**src/rtl/twf_12_mul.sv**
```systemverilog
// twf_12_mul: stage-12 twiddle multiply, drives the twiddle ROM index and
// rotates each sample by the returned 2.7-format twiddle (3-cycle latency).
// Ports: clk, rstn (sync, active-low); din_valid/din_sof/din_re/din_im in;
// twf_idx out to ROM, twf_re/twf_im back same cycle; dout_valid/dout_sof/
// dout_re/dout_im out; frame_done pulses with the output of the last index.
// Build option: TWF_MUL_SAT_EN clamps the scaled result instead of wrapping.
module twf_12_mul #(
  parameter int NUM_POINT  = 512,
  parameter int IDX_WIDTH  = $clog2(NUM_POINT),
  parameter int DATA_WIDTH = 16,
  parameter int TWF_WIDTH  = 9,
  parameter int OUT_WIDTH  = DATA_WIDTH + 1
) (
  input  logic                         clk,
  input  logic                         rstn,
  input  logic                         din_valid,
  input  logic                         din_sof,
  input  logic signed [DATA_WIDTH-1:0] din_re,
  input  logic signed [DATA_WIDTH-1:0] din_im,
  output logic        [IDX_WIDTH-1:0]  twf_idx,
  input  logic signed [TWF_WIDTH-1:0]  twf_re,
  input  logic signed [TWF_WIDTH-1:0]  twf_im,
  output logic                         dout_valid,
  output logic                         dout_sof,
  output logic signed [OUT_WIDTH-1:0]  dout_re,
  output logic signed [OUT_WIDTH-1:0]  dout_im,
  output logic                         frame_done
);

  localparam int PW = DATA_WIDTH + TWF_WIDTH;
  localparam int SW = PW + 1;
  localparam logic [IDX_WIDTH-1:0] LAST_IDX =
    IDX_WIDTH'(NUM_POINT - 1);
  localparam logic signed [SW-1:0] RND = SW'(64);

  logic [IDX_WIDTH-1:0] cnt;
  logic                 idx_last;

  logic                         s1_v, s1_sof, s1_last;
  logic signed [DATA_WIDTH-1:0] s1_ar, s1_ai;
  logic signed [TWF_WIDTH-1:0]  s1_br, s1_bi;

  logic                 s2_v, s2_sof, s2_last;
  logic signed [PW-1:0] p_rr, p_ii, p_ri, p_ir;

  logic signed [SW-1:0]        sum_re, sum_im;
  logic signed [SW-1:0]        rnd_re, rnd_im;
  logic signed [OUT_WIDTH-1:0] red_re, red_im;

  // SOF forces index 0 even when cnt is about to wrap
  assign twf_idx  = (din_valid && din_sof) ? '0 : cnt;
  assign idx_last = (twf_idx == LAST_IDX);

  always_ff @(posedge clk) begin
    if (!rstn) begin
      cnt <= '0;
    end else if (din_valid) begin
      cnt <= idx_last ? '0 : twf_idx + IDX_WIDTH'(1);
    end
  end

  always_ff @(posedge clk) begin
    if (!rstn) begin
      s1_v    <= 1'b0;
      s1_sof  <= 1'b0;
      s1_last <= 1'b0;
      s2_v    <= 1'b0;
      s2_sof  <= 1'b0;
      s2_last <= 1'b0;
    end else begin
      s1_v    <= din_valid;
      s1_sof  <= din_valid & din_sof;
      s1_last <= din_valid & idx_last;
      s2_v    <= s1_v;
      s2_sof  <= s1_sof;
      s2_last <= s1_last;
    end
  end

  // data path registers carry no reset; only valid qualifies them
  always_ff @(posedge clk) begin
    s1_ar <= din_re;
    s1_ai <= din_im;
    s1_br <= twf_re;
    s1_bi <= twf_im;
    p_rr  <= PW'(s1_ar) * PW'(s1_br);
    p_ii  <= PW'(s1_ai) * PW'(s1_bi);
    p_ri  <= PW'(s1_ar) * PW'(s1_bi);
    p_ir  <= PW'(s1_ai) * PW'(s1_br);
  end

`ifdef TWF_MUL_SAT_EN
  localparam logic signed [SW-1:0] OMAX =
    SW'((longint'(1) << (OUT_WIDTH - 1)) - 1);
  localparam logic signed [SW-1:0] OMIN = ~OMAX;

  function automatic logic signed [OUT_WIDTH-1:0] sat(
    input logic signed [SW-1:0] v
  );
    logic signed [SW-1:0] r;
    unique case (1'b1)
      (v > OMAX): r = OMAX;
      (v < OMIN): r = OMIN;
      default:    r = v;
    endcase
    return r[OUT_WIDTH-1:0];
  endfunction
`endif

  always_comb begin
    sum_re = SW'(p_rr) - SW'(p_ii);
    sum_im = SW'(p_ri) + SW'(p_ir);
    // round half-up, then drop the 7 twiddle fraction bits
    rnd_re = (sum_re + RND) >>> 7;
    rnd_im = (sum_im + RND) >>> 7;
`ifdef TWF_MUL_SAT_EN
    red_re = sat(rnd_re);
    red_im = sat(rnd_im);
`else
    red_re = rnd_re[OUT_WIDTH-1:0];
    red_im = rnd_im[OUT_WIDTH-1:0];
`endif
  end

`ifndef TWF_MUL_SAT_EN
  logic unused_hi;
  assign unused_hi = ^{rnd_re[SW-1:OUT_WIDTH],
                       rnd_im[SW-1:OUT_WIDTH]};
`endif

  // data outputs only move on a valid, so a reset leaves them at 0
  always_ff @(posedge clk) begin
    if (!rstn) begin
      dout_valid <= 1'b0;
      dout_sof   <= 1'b0;
      frame_done <= 1'b0;
      dout_re    <= '0;
      dout_im    <= '0;
    end else begin
      dout_valid <= s2_v;
      dout_sof   <= s2_sof;
      frame_done <= s2_v & s2_last;
      if (s2_v) begin
        dout_re <= red_re;
        dout_im <= red_im;
      end
    end
  end

endmodule
```
**config.mk**
```make
export PLATFORM = sky130hd
export DESIGN_NAME = twf_12_mul
export DESIGN_NICKNAME = d
export VERILOG_FILES = /design/src/rtl/twf_12_mul.sv
export SDC_FILE = /design/constraint.sdc
export NUM_CORES = 2
export LEC_CHECK = 0
export ABC_CLOCK_PERIOD_IN_PS = 5800
export BUFFER_PORTS_ARGS = -buffer_cell sky130_fd_sc_hd__buf_2
export CORE_MARGIN = 2
export CORE_UTILIZATION = 53
export DETAILED_ROUTE_END_ITERATION = 10
export GPL_TIMING_DRIVEN = 0
export PLACE_DENSITY = 0.66
export SLEW_MARGIN = 30
export SYNTH_ARGS = -nofsm -noshare
export SYNTH_HDL_FRONTEND = slang
export SYNTH_SLANG_ARGS = --single-unit
export TNS_END_PERCENT = 100
```
**constraint.sdc**
```tcl
create_clock -name clk -period 5.8 [get_ports clk]
set_input_delay 0.58 -clock clk [delete_from_list [all_inputs] [get_ports clk]]
set_output_delay 0.58 -clock clk [all_outputs]
set_load 0.02 [all_outputs]
```
* Word level (Yosys, flattened, before mapping)
Cells that the tools add are included. W data, S select, Z words.
Word-level totals: input bits 54, logic and storage cells 36, bits in registers 198, output and inout bits 46
Cells by class: bitwise logic cells 3, add/subtract/negate cells 5, $mul 4, equal/unequal tests 1, reductions and logical operators 1, multiplexer cells 2
Operators with widths (count):
- $mul A16 B9 Y24 | 4
- $add A24 B8 Y24 const B | 2
- $add A24 B24 Y24 | 1
- $sub A24 B24 Y24 | 1
- $mux W9 | 2
- $add A9 B1 Y9 const B | 1
- $eq A9 B9 Y1 const B | 1
- $and A1 B1 Y1 | 3
- $logic_and A1 B1 Y1 | 1

* Depth between registers and ports, before layout
word-level depth 4, depth in mapped cells 22, mapped depth without buffers 21

* Worst setup path before layout
No wires, ideal clock.
path kind register -> register, start point reg s1_ar[5], end point reg p_rr[23], cell stages (with the launch flop) 21, period minus slack after synthesis 5317 ps, data arrival time 5238 ps, required time 5721 ps, slack 483 ps, path buffers 1, library setup time 79 ps, cell sequence dfxtp_1 clkbuf_1 nand2_1 fa_1 inv_1 fa_1 ha_1 inv_1 fa_1 inv_1 ha_1 ha_1 fa_1 a21o_1 a21oi_2 o21ai_1 a2111oi_2 nor2_1 a221o_1 a2111o_1 o211ai_1
On the way: cells in the longest elaborated chain, start to end 1
RTL lines:
- start, declared | line 40 | logic signed [DATA_WIDTH-1:0] s1_ar, s1_ai;
- start signal, assigned | line 82 | s1_ar <= din_re;
- $mul A16 B9 Y24 | line 86 | p_rr <= PW'(s1_ar) * PW'(s1_br);
- end signal, assigned | line 86
- end, declared | line 44 | logic signed [PW-1:0] p_rr, p_ii, p_ri, p_ir;
Every way passes these cells. A chain may end at the register's enable or synchronous reset.

* Final worst setup path
start point reg s1_br[4], end point reg p_rr[23]
On the way: cells in the longest elaborated chain, start to end 1
RTL lines:
- start, declared | line 41 | logic signed [TWF_WIDTH-1:0] s1_br, s1_bi;
- start signal, assigned | line 84 | s1_br <= twf_re;
- $mul A16 B9 Y24 | line 86
Every way passes these cells.

==> summary.txt <==
Pwr
  • Clock power frac: 0.072
  • Pleak: 14.3 nW
  • Worst VDD drop: just under 500 uV
  • Reg power frac: 0.124
  • Switching Fraction: 0.524
  • Internal: 0.00829 W
  • Power Density: 617 nW/um2
  • Share of total power in combinational logic: 0.804
  • Sw power: roughly 0.009 W

Worst setup path
  • R2R setup slack: between 6 and 7 ps
  • Critical Path RT: 6160 ps
  • Crit path top cell by count: fa_1
  • Worst R2R Path Depth: 14
  • Critical path peak fanout: 10
  • RR Endpoint: p_rr[23]
  • Reg2Reg Launch Point: s1_br[4]
  • Slowest CP cell: clkbuf_1
  • WP data arrival: 6150 ps
  • Crit path max-delay family: adder cells
  • Critical path class: register to register
  • Crit path launch type: register
  • Worst path max stage delay: 590 ps
  • Worst Setup End Kind: register
  • WP buf/inv: 1
  • Worst-path cell chain: clkbuf_1, and2_1, fa_1, fa_1, fa_1, fa_1, ha_1, ha_1, o21a_1, a2111oi_4, nor2_1, a221o_1, a2111o_1, o211ai_1

Timing
  • Slew @ Worst Pin: between 900 and 1000 ps
  • Worst setup margin: ~6.1 ps
  • Clk_skew: 21.2 ps
  • RSZ-0062 raised after global routing: true
  • Final setup viols: 0
  • Post-route minimum period: 5790 ps
  • Hold Vio Cnt, Final: 0
  • Max Transition Viols Final: 0
  • Period utilization: 0.999
  • Fmax: 173 MHz
  • Worst slew margin: 0.391

Logic synthesis
  • Synth area leader: fa_1
  • Post-synth EDFFs: 0
  • Synth Area per Inst: ~9.7 um2
  • Synth top area share: 0.358
  • Most common cell in the netlist: fa_1
  • Top post-synthesis cells by area: fa_1 (36%), dfxtp_1 (15%), ha_1 (14%)
  • Synth cell count leaders: fa_1 (464), inv_1 (420), nand2_1 (302), ha_1 (284), and2_1 (274)
  • Prevailing post-synth register cell: dfxtp_1
  • Cell variety after synth: 69
  • Post-synth ARST share: 0
  • Synthesis warning total: 0
  • Register area share after synthesis: 0.153
  • Post-Syn Area: 25900 um2
  • Mapped Nets: 3485
  • Synth Instances: 2683
  • Yosys reg bits: 198

Place
  • Port Buffers: 96
  • Pre-CTS setup slack: -745 ps
  • Final GP Congestion: 0.877
  • HPWL after DPL: 55.6 mm

Clock network
  • Max Root-Sink Buffers: 2
  • Clk sinks: 198
  • Clk Latency, worst-skew pair: about 520 ps
  • Clk slew on worst S/H paths: 90 ps
  • CTS tree: done
  • H-Tree Depth: 4
  • TritonCTS Buffers: 17
  • Post-CTS setup buffer count: 0
  • CTS Root Cell: clkbuf_16

Layout
  • Layout cells sized above 1: 0.0904
  • Area delta synth->final: 8.80%
  • Fin util: 0.580
  • Nets: approximately 3600

Floorplan
  • Die height: 225 um
  • Placeable Area: 48600 um2
  • Die area: 50700 um2
  • Die X: around 230 um
  • Initial Utilization: 0.533
  • Top Ports: 100
  • FP Rows: 81

Hold path
  • Hold path cells: 1
  • Hold worst-path end: s1_br[7]
  • Hold Crit Class: input pin to register
  • Hold path start: twf_re[7]

Flow run
  • Max cap viols: 0

Detailed routing
  • DR vias: 18920
  • DRC errors left: 0
  • Drt total wl: 69.3 mm
  • Drt initial violations: approximately 1200
  • WL/cell: 20.2 um
  • Antenna Nets Post-Route: 0
  • Drt via density: about 5.5
  • Drt first pass iters: 5

GRT
  • First-pass GRT wire length: 111 mm
  • Total gr overflow: 0
  • Initial antenna violation count: 1
  • Vias in the first global route: 20258
  • Largest net degree at the start of global routing: 23
  • GRT Total Usage: 0.295

Status
  • Run status: complete, no violations
==> layout by cell type, fill, tap and decap left out, drive strengths merged, types with 5 or more instances in the layout <==
master | synthesis | layout
clkinv | 0 | 8
o21a | 13 | 13
nand3 | 25 | 25
nor2b | 81 | 81
nand2b | 22 | 22
nor2 | 52 | 52
or3 | 8 | 8
fa | 464 | 464
dfxtp | 198 | 198
nand4 | 7 | 7
nand2 | 302 | 302
a21boi | 5 | 5
a31oi | 6 | 6
a211oi | 8 | 8
nand3b | 5 | 5
o21ai | 47 | 47
a22oi | 6 | 6
mux2i | 15 | 15
ha | 284 | 284
o211ai | 6 | 6
a211o | 5 | 5
clkbuf | 100 | 105
buf | 2 | 108
or2 | 5 | 5
inv | 420 | 426
xor2 | 22 | 22
o21bai | 9 | 9
and3 | 22 | 22
xnor2 | 100 | 100
a21oi | 63 | 63
a21o | 33 | 33
and2 | 274 | 274
nor3 | 26 | 26
==> power by group through the flow <==
stage	Clock, W	Combinational, W	Sequential [W]
6_report	0.00126	0.0140	0.00215
2_1_floorplan	0	0.00961	0.00218
3_5_place_dp	0	0.0137	0.00219
3_3_place_gp	0	0.0134	0.00218
5_1_grt	0.00134	0.0156	0.00219
4_1_cts	0.00130	0.0140	0.00216
==> logic make-up (layout without fill, tap and decap cells) <==
group                    count (synthesis)  in the layout  share of synthesized area
AO/OA/AOI/OAI                          238            238                     0.0624
other                                    0              3                          0
flip-flops                             198            198                      0.153
adder cells (fa/ha/maj)                748            748                      0.495
AND/OR/NAND/NOR                        838            838                      0.166
XOR/XNOR                               122            122                     0.0412
multiplexers                            17             17                    0.00666
buffers and inverters                  522            648                     0.0755
==> per-layer routing <==
metal  global-route usage  share of wire  vias to the layer above  wire length, um
met4                0.185          0.070                        0             4880
li1                     -              -                     8585                -
met5                    0              0                        -                0
met2                0.466           0.46                      621            31700
met1                0.376           0.41                     9562            28400
met3               0.0540          0.064                      152             4400
==> worst register-to-register path, cell delays in order, from the launching register on <==
cell	delay (ps)
dfxtp_1	470
clkbuf_1	590
and2_1	250
fa_1	460
fa_1	580
fa_1	430
fa_1	440
ha_1	290
ha_1	330
o21a_1	260
a2111oi_4	420
nor2_1	150
a221o_1	380
a2111o_1	380
o211ai_1	220
==> worst max path at each step <==
| stage | start | end | cells past startpoint |
|---|---|---|---|
| after CTS | s1_br[2] | p_rr[23] | 20 |
| after detailed placement | s1_br[8] | p_rr[23] | 16 |
| after floorplan | s1_ar[5] | p_rr[23] | 20 |
| after global placement | s1_br[0] | p_rr[23] | 20 |
| final | s1_br[4] | p_rr[23] | 14 |
| after global routing | s1_ar[5] | p_rr[23] | 20 |
==> layout make-up <==
class / count / area [um2]
clock buffer: 17 / 425
antenna: 3 / 7.51
inverter: 420 / 1580
timing repair buffer: 96 / 480
tap: 622 / 778
multi-input combinational: 1963 / 20100
clock inverter: 15 / 199
sequential: 198 / 4020
buffer: 100 / 616
fill: 4318 / 20400
==> per-stage QoR <==
| stage | power, W | area (um2) | setup TNS [ps] | hold slack, ps | instances |
|---|---|---|---|---|---|
| after floorplan | 0.0118 | 25900 | 0 | 412 | 2683 |
| after global placement | 0.0156 | 27200 | -8230 | 417 | 3401 |
| after detailed placement | 0.0159 | 27200 | -9920 | 423 | 3401 |
| after CTS | 0.0174 | 28100 | 0 | 121 | 3433 |
| after global routing | 0.0191 | 28200 | -106 | 134 | 3431 |
| final | 0.0174 | 28200 | 0 | 153 | 3434 |
==> flip-flops by register name (all words and copies together), names as in the netlist, 9 cells and up <==
name and cells:
p_ii 24, s1_ar 16, s1_bi 9, p_ir 24, dout_im 17, dout_re 17
s1_br 9, p_rr 24, s1_ai 16, p_ri 24, cnt 9
==> repair_timing <==
item | 4_1_cts | 5_1_grt
pin swaps | 1 | 1
cloned | 0 | 0
hold buffers | 0 | 0
resized for setup | 131 | 72
setup endpoints to repair | 36 | 14
Power figures use the tool's default switching activity.
